==> src/rtl/hbm_pkg.sv <==
// Shared definitions for the heartbeat monitor: FSM state encoding and the
// helpers that derive the acceptance window from PERIOD and TOL.
package hbm_pkg;

  localparam logic [1:0] ST_IDLE  = 2'd0;
  localparam logic [1:0] ST_SYNC  = 2'd1;
  localparam logic [1:0] ST_TRACK = 2'd2;
  localparam logic [1:0] ST_ALARM = 2'd3;

  function automatic int win_lo(input int period, input int tol);
    return period - tol;
  endfunction

  function automatic int win_hi(input int period, input int tol);
    return period + tol;
  endfunction

  // A late timeout reloads the counter as if a beat had landed on time.
  function automatic int late_reload(input int tol);
    return tol + 1;
  endfunction

endpackage

==> src/rtl/heartbeat_monitor_if.sv <==
// Heartbeat monitor signal bundle: the source side drives enable/beat_in,
// the monitor side returns the status pulses and counters.
interface heartbeat_monitor_if #(
  parameter int CNT_W      = 8,
  parameter int MISS_LIMIT = 3
);
  localparam int MC_W = $clog2(MISS_LIMIT + 1);

  logic             enable;
  logic             beat_in;
  logic             ok;
  logic             early_err;
  logic             late_err;
  logic             alarm;
  logic [MC_W-1:0]  miss_count;
  logic [CNT_W-1:0] interval;

  modport master (
    output enable, beat_in,
    input  ok, early_err, late_err, alarm, miss_count, interval
  );

  modport slave (
    input  enable, beat_in,
    output ok, early_err, late_err, alarm, miss_count, interval
  );

endinterface

==> src/rtl/hbm_interval_counter.sv <==
// Loadable up-counter measuring cycles since the last (real or virtual) beat;
// saturates at all-ones instead of wrapping.
module hbm_interval_counter #(
  parameter int CNT_W = 8
) (
  input  logic             clk,
  input  logic             reset,
  input  logic             load,
  input  logic [CNT_W-1:0] load_val,
  input  logic             en,
  output logic [CNT_W-1:0] cnt
);

  localparam logic [CNT_W-1:0] CNT_MAX = '1;

  function automatic logic [CNT_W-1:0] sat_inc(input logic [CNT_W-1:0] v);
    return (v == CNT_MAX) ? v : v + CNT_W'(1);
  endfunction

  always_ff @(posedge clk or posedge reset) begin
    if (reset) begin
      cnt <= '0;
    end else if (load) begin
      cnt <= load_val;
    end else if (en) begin
      cnt <= sat_inc(cnt);
    end
  end

endmodule

==> src/rtl/heartbeat_monitor.sv <==
// Liveness checker for a periodic 1-cycle beat: classifies each beat against
// the PERIOD+/-TOL window, counts consecutive faults and raises a sticky alarm.
module heartbeat_monitor
  import hbm_pkg::*;
#(
  parameter int PERIOD     = 10,
  parameter int TOL        = 1,
  parameter int MISS_LIMIT = 3,
  parameter int CNT_W      = 8
) (
  input  logic               clk,
  input  logic               reset,
  heartbeat_monitor_if.slave hb
);

  localparam int MC_W = $clog2(MISS_LIMIT + 1);

  localparam logic [CNT_W-1:0] WIN_LO   = CNT_W'(win_lo(PERIOD, TOL));
  localparam logic [CNT_W-1:0] WIN_HI   = CNT_W'(win_hi(PERIOD, TOL));
  localparam logic [CNT_W-1:0] RELOAD   = CNT_W'(late_reload(TOL));
  localparam logic [MC_W-1:0]  MISS_MAX = MC_W'(MISS_LIMIT);

  logic [1:0]       state;
  logic [CNT_W-1:0] cnt;
  logic [CNT_W-1:0] load_val;
  logic             cnt_load;
  logic             cnt_en;
  logic [MC_W-1:0]  miss_q;
  logic [MC_W-1:0]  miss_inc;
  logic [CNT_W-1:0] interval_q;
  logic             ok_q;
  logic             early_q;
  logic             late_q;
  logic             alarm_q;

  function automatic logic [MC_W-1:0] sat_miss(input logic [MC_W-1:0] v);
    return (v == MISS_MAX) ? v : v + MC_W'(1);
  endfunction

  assign miss_inc = sat_miss(miss_q);

  hbm_interval_counter #(
    .CNT_W (CNT_W)
  ) u_cnt (
    .clk      (clk),
    .reset    (reset),
    .load     (cnt_load),
    .load_val (load_val),
    .en       (cnt_en),
    .cnt      (cnt)
  );

  // Counter runs only in TRACK; held at 0 while idle or syncing, frozen in ALARM.
  always_comb begin
    cnt_load = 1'b0;
    load_val = '0;
    cnt_en   = 1'b0;
    if (!hb.enable || state == ST_IDLE) begin
      cnt_load = 1'b1;
    end else if (state == ST_SYNC) begin
      if (hb.beat_in) begin
        cnt_load = 1'b1;
        load_val = CNT_W'(1);
      end
    end else if (state == ST_TRACK) begin
      if (hb.beat_in) begin
        cnt_load = 1'b1;
        load_val = CNT_W'(1);
      end else if (cnt >= WIN_HI) begin
        cnt_load = 1'b1;
        load_val = RELOAD;
      end else begin
        cnt_en = 1'b1;
      end
    end
  end

  always_ff @(posedge clk or posedge reset) begin
    if (reset) begin
      state      <= ST_IDLE;
      ok_q       <= 1'b0;
      early_q    <= 1'b0;
      late_q     <= 1'b0;
      alarm_q    <= 1'b0;
      miss_q     <= '0;
      interval_q <= '0;
    end else begin
      ok_q    <= 1'b0;
      early_q <= 1'b0;
      late_q  <= 1'b0;
      if (!hb.enable) begin
        state   <= ST_IDLE;
        miss_q  <= '0;
        alarm_q <= 1'b0;
      end else begin
        case (state)
          ST_IDLE: state <= ST_SYNC;
          ST_SYNC: if (hb.beat_in) state <= ST_TRACK;
          ST_TRACK: begin
            if (hb.beat_in) begin
              interval_q <= cnt;
              if (cnt < WIN_LO) begin
                early_q <= 1'b1;
                miss_q  <= miss_inc;
                if (miss_inc == MISS_MAX) begin
                  state   <= ST_ALARM;
                  alarm_q <= 1'b1;
                end
              end else begin
                ok_q   <= 1'b1;
                miss_q <= '0;
              end
            end else if (cnt >= WIN_HI) begin
              late_q <= 1'b1;
              miss_q <= miss_inc;
              if (miss_inc == MISS_MAX) begin
                state   <= ST_ALARM;
                alarm_q <= 1'b1;
              end
            end
          end
          default: state <= ST_ALARM;
        endcase
      end
    end
  end

  assign hb.ok         = ok_q;
  assign hb.early_err  = early_q;
  assign hb.late_err   = late_q;
  assign hb.alarm      = alarm_q;
  assign hb.miss_count = miss_q;
  assign hb.interval   = interval_q;

endmodule

==> src/flat_wrapper.sv <==
// flat-port wrapper written by rule: the top's interface ports become plain ports
module heartbeat_monitor_flat import hbm_pkg::*;
#(
  parameter int PERIOD     = 10,
  parameter int TOL        = 1,
  parameter int MISS_LIMIT = 3,
  parameter int CNT_W      = 8
)
  (clk, reset, hb_enable, hb_beat_in, hb_ok, hb_early_err, hb_late_err, hb_alarm, hb_miss_count, hb_interval);
  heartbeat_monitor_if #(.CNT_W(CNT_W), .MISS_LIMIT(MISS_LIMIT)) hb_i ();
  input  logic clk;
  input  logic reset;
  input wire logic [$bits(hb_i.enable)-1:0] hb_enable;
  input wire logic [$bits(hb_i.beat_in)-1:0] hb_beat_in;
  output wire logic [$bits(hb_i.ok)-1:0] hb_ok;
  output wire logic [$bits(hb_i.early_err)-1:0] hb_early_err;
  output wire logic [$bits(hb_i.late_err)-1:0] hb_late_err;
  output wire logic [$bits(hb_i.alarm)-1:0] hb_alarm;
  output wire logic [$bits(hb_i.miss_count)-1:0] hb_miss_count;
  output wire logic [$bits(hb_i.interval)-1:0] hb_interval;
  assign hb_i.enable = hb_enable;
  assign hb_i.beat_in = hb_beat_in;
  assign hb_ok = hb_i.ok;
  assign hb_early_err = hb_i.early_err;
  assign hb_late_err = hb_i.late_err;
  assign hb_alarm = hb_i.alarm;
  assign hb_miss_count = hb_i.miss_count;
  assign hb_interval = hb_i.interval;
  heartbeat_monitor #(.PERIOD(PERIOD), .TOL(TOL), .MISS_LIMIT(MISS_LIMIT), .CNT_W(CNT_W)) u_core (.clk(clk), .reset(reset), .hb(hb_i));
endmodule
==> config.mk <==
export PLATFORM = sky130hd
export DESIGN_NAME = heartbeat_monitor_flat
export DESIGN_NICKNAME = d
export VERILOG_FILES = /design/src/rtl/hbm_pkg.sv /design/src/rtl/heartbeat_monitor_if.sv /design/src/rtl/hbm_interval_counter.sv /design/src/rtl/heartbeat_monitor.sv /design/src/flat_wrapper.sv
export SDC_FILE = /design/constraint.sdc
export NUM_CORES = 1
export LEC_CHECK = 0
export BUFFER_PORTS_ARGS = -buffer_cell sky130_fd_sc_hd__buf_2
export CAP_MARGIN = 20
export CORE_UTILIZATION = 30
export CTS_CLUSTER_DIAMETER = 80
export DETAILED_ROUTE_END_ITERATION = 7
export MAX_ROUTING_LAYER = met4
export PLACE_DENSITY = 0.52
export SLEW_MARGIN = 20
export SYNTH_ARGS = -nofsm -noshare
export SYNTH_HDL_FRONTEND = slang
export SYNTH_SLANG_ARGS = --single-unit
==> constraint.sdc <==
create_clock -name clk -period 3 [get_ports clk]
set_clock_uncertainty 0.1 [all_clocks]
set_input_delay 0.15 -clock clk [delete_from_list [all_inputs] [get_ports clk]]
set_output_delay 0.15 -clock clk [all_outputs]
set_load 0.005 [all_outputs]
==> metrics.md <==
| Metric | Value |
|---|---|
| Final #Nets | 121 |
| Main synth FF type | dfrtp_1 |
| First-pass GRT wire length | 3190 um |
| I/O pin cnt | 18 |
| Pwr dens | 439 nW/um^2 |
| Clock buffer count from CTS | 3 |
| Total vias in the final route | 739 |
| # rows | 21 |
| Yosys warns | 0 |
| Grt total ovfl | 0 |
| Setup TNS | 0 ns |
| Fin. max-slew vios | 0 |
| CTS tree | yes |
| Placed cell areas | 1190 sq um |
| Mapped Nets | 102 |
| Largest stage delay, worst path | 0.48 ns |
| Final non-filler cell area | 1230 sq um |
| Total power | 543 uW |
| Clock slew at reported path FFs | 0.12 ns |
| Initial drt markers | 19 |
| Final Wtd Congestion | 0.825 |
| Rel. slew slack | 42.0% |
| Max VDD drop | 196 uV |
| Die Span X | 61.6 um |
| Max layer used | met4 |
| Cell Chain, Critical Path | nor2b_1 > nand3_1 > mux2_2 |
| Most common cell in the netlist | dfrtp_1 |
| Async SR Flop Fraction | 100% |
| Cell leakage power | 0.000614 uW |
| Post-synth top cells | 24 x dfrtp_1, 7 x nand2_1, 6 x inv_1 |
| Synth area leaders | dfrtp_1 56%, mux2_2 5.3%, nor2b_1 2.9% |
| Worst-Skew Late Latency | 0.30 ns |
| Ant diodes | 0 |
| Die height | 61.6 um |
| Post-synth EDFFs | 0 |
| Largest net degree at the start of global routing | 25 |
| CTS Sinks | 24 |
| Post-Syn Area | 1070 sq um |
| Status | complete, no violations |
| Buf/Inv on CP | 0 |
| Critical Path RT | 3.10 ns |
| Unrepaired setup endpoints after global routing | false |
| WS Path Type | reg -> reg |
| Final Setup Violations | 0 |
| DRC | 0 |
| Final Util | 36.7% |
| HP Class | in -> reg |
| DRT antenna net count | 0 |
| Largest area contributor in the netlist | dfrtp_1 |
| Cts hold-fix bufs | 1 |
| Post-synthesis sequential area ratio | 56.3% |
| Post-CTS Resized | 0 |
| Synth top area share | 56.3% |
| M1 WL | 950 um |
| Gr usage total | 12.1% |
| Crit path time final | 1.93 ns |
| PortBufs | 17 |
| Synth Register Bits | 24 |
| Critical Path Fanout Max | 13 |
| CP endpoint kind | flop |
| Core region area | 3360 sq um |
| Largest delay share family, worst path | simple AND/OR/NAND/NOR gates |
| CTS root buffer | clkbuf_4 |
| Starting density of the core | 31.7% |
| Initial antenna violation count | 0 |
| Mapped Cells | 96 |
| Met3 WL | 70 um |
| Critical path arrival | 2.04 ns |
| Worst slew pin tran | 0.869 ns |
| Fin crit share | 64.4% |
| Via density per instance | 4.62 |
| Max-cap viol count | 0 |
| Post-Layout Cell Count | 160 |
| Initial DRT Pass Iterations | 4 |
| Placed Cells | 155 |
| Drt total wl | 1850 um |
| CP Launch Type | flop |
| Post-synthesis cell type count | 31 |
| Vias in the first global route | 721 |
| Met2 routed WL | 821 um |
| # Post-CTS Setup Buffers | 0 |
| Share of layout cells above drive strength 1 | 27.2% |
| Hpwl dp | 1390 um |
| Avg Cell Area, Syn | 11.1 sq um |
| Die ar. | 3800 sq um |
| Worst path slowest cell | nand3_1 |
| FMAX | 517 MHz |
| Area delta synth->final | 15.8% |
| CTS H-tree depth | 1 |
| Final Hold Viols | 0 |
| Clk buf depth | 2 |
| WL/cell | 11.6 um |
==> placed cells by master, fill, tap and decap left out, types with 2 or more instances in the layout <==
| cell type | count |
|---|---|
| o21ai_0 | 5 |
| a31oi_1 | 2 |
| nor2_1 | 5 |
| a21oi_1 | 4 |
| mux2_2 | 5 |
| and2_1 | 4 |
| nand2_1 | 7 |
| nand3_1 | 4 |
| ha_1 | 2 |
| nor2b_1 | 5 |
| dfrtp_1 | 24 |
| and2_2 | 2 |
| buf_2 | 17 |
| clkbuf_4 | 3 |
| inv_1 | 6 |
==> layout make-up <==
cell class                 instances  area [sq um]
clock buffer                       4          36.3
fill                             379          2130
inverter                           6          22.5
multi-input combinational         62           423
sequential                        24           601
tap                               46          57.6
timing repair buffer              18          95.1
==> stage by stage <==
stage / hold WS [ns] / worst slack [ns]
2_1_floorplan: 0.0646 / 1.40
3_3_place_gp: 0.279 / 1.14
3_5_place_dp: 0.283 / 1.07
4_1_cts: 0.0253 / 1.06
5_1_grt: 0.0222 / 0.884
6_report: 0.0444 / 1.07
==> state kept, by name, summed over array words and instances, names as in the netlist <==
signal and count:
u_core.hb.early_err 1, u_core.hb.alarm 1, u_core.hb.ok 1, u_core.hb.late_err 1, u_core.hb.interval 8, u_core.u_cnt.cnt 8, u_core.hb.miss_count 2, u_core.state 2
==> final timing paths <==
kind / start / end / slack [ns] / depth (start not counted)
worst min register to register: u_core.hb.interval[3] / u_core.hb.interval[3] / 0.39 / 2
min in group asynchronous: reset / u_core.hb.ok / 0.46 / 3
worst max-delay path: u_core.state[0] / u_core.hb.interval[4] / 1.07 / 3
max in group asynchronous: reset / u_core.hb.late_err / 1.81 / 3
worst min-delay path: hb_enable / u_core.state[0] / 0.04 / 3
worst max register to register: u_core.state[0] / u_core.hb.interval[4] / 1.07 / 3
==> cells by family (layout without fill, tap and decap cells) <==
logic type,Yosys count,in the layout,share of synthesized area [%]
xor gates and xnor gates,1,1,0.822
AOI/OAI and AO/OA,20,20,12.3
and+or+nand+nor,33,33,18.0
buffers and inverters,10,28,3.99
DFF,24,24,56.3
muxes,6,6,6.22
adders and majority gates,2,2,2.35
==> metal layers <==
metal / GRT usage, % / vias up
met5: - / -
met4: 5.71 / 0
met3: 2.52 / 2
met2: 18.1 / 15
met1: 15.6 / 357
li1: - / 365
==> where the power goes <==
part | internal (uW) | total [uW] | switching [uW] | leakage, uW
sequential | 330 | 336 | 5.77 | 0.000332
combinational | 16.1 | 43.0 | 26.9 | 0.000261
clock | 74.0 | 164 | 89.5 | 0.0000210
total | 420 | 543 | 122 | 0.000614
==> worst min-delay path, stage by stage <==
cell     delay, ns
buf_2         0.15
nand3_1       0.08
a21oi_1       0.04
Power figures use the tool's default switching activity.
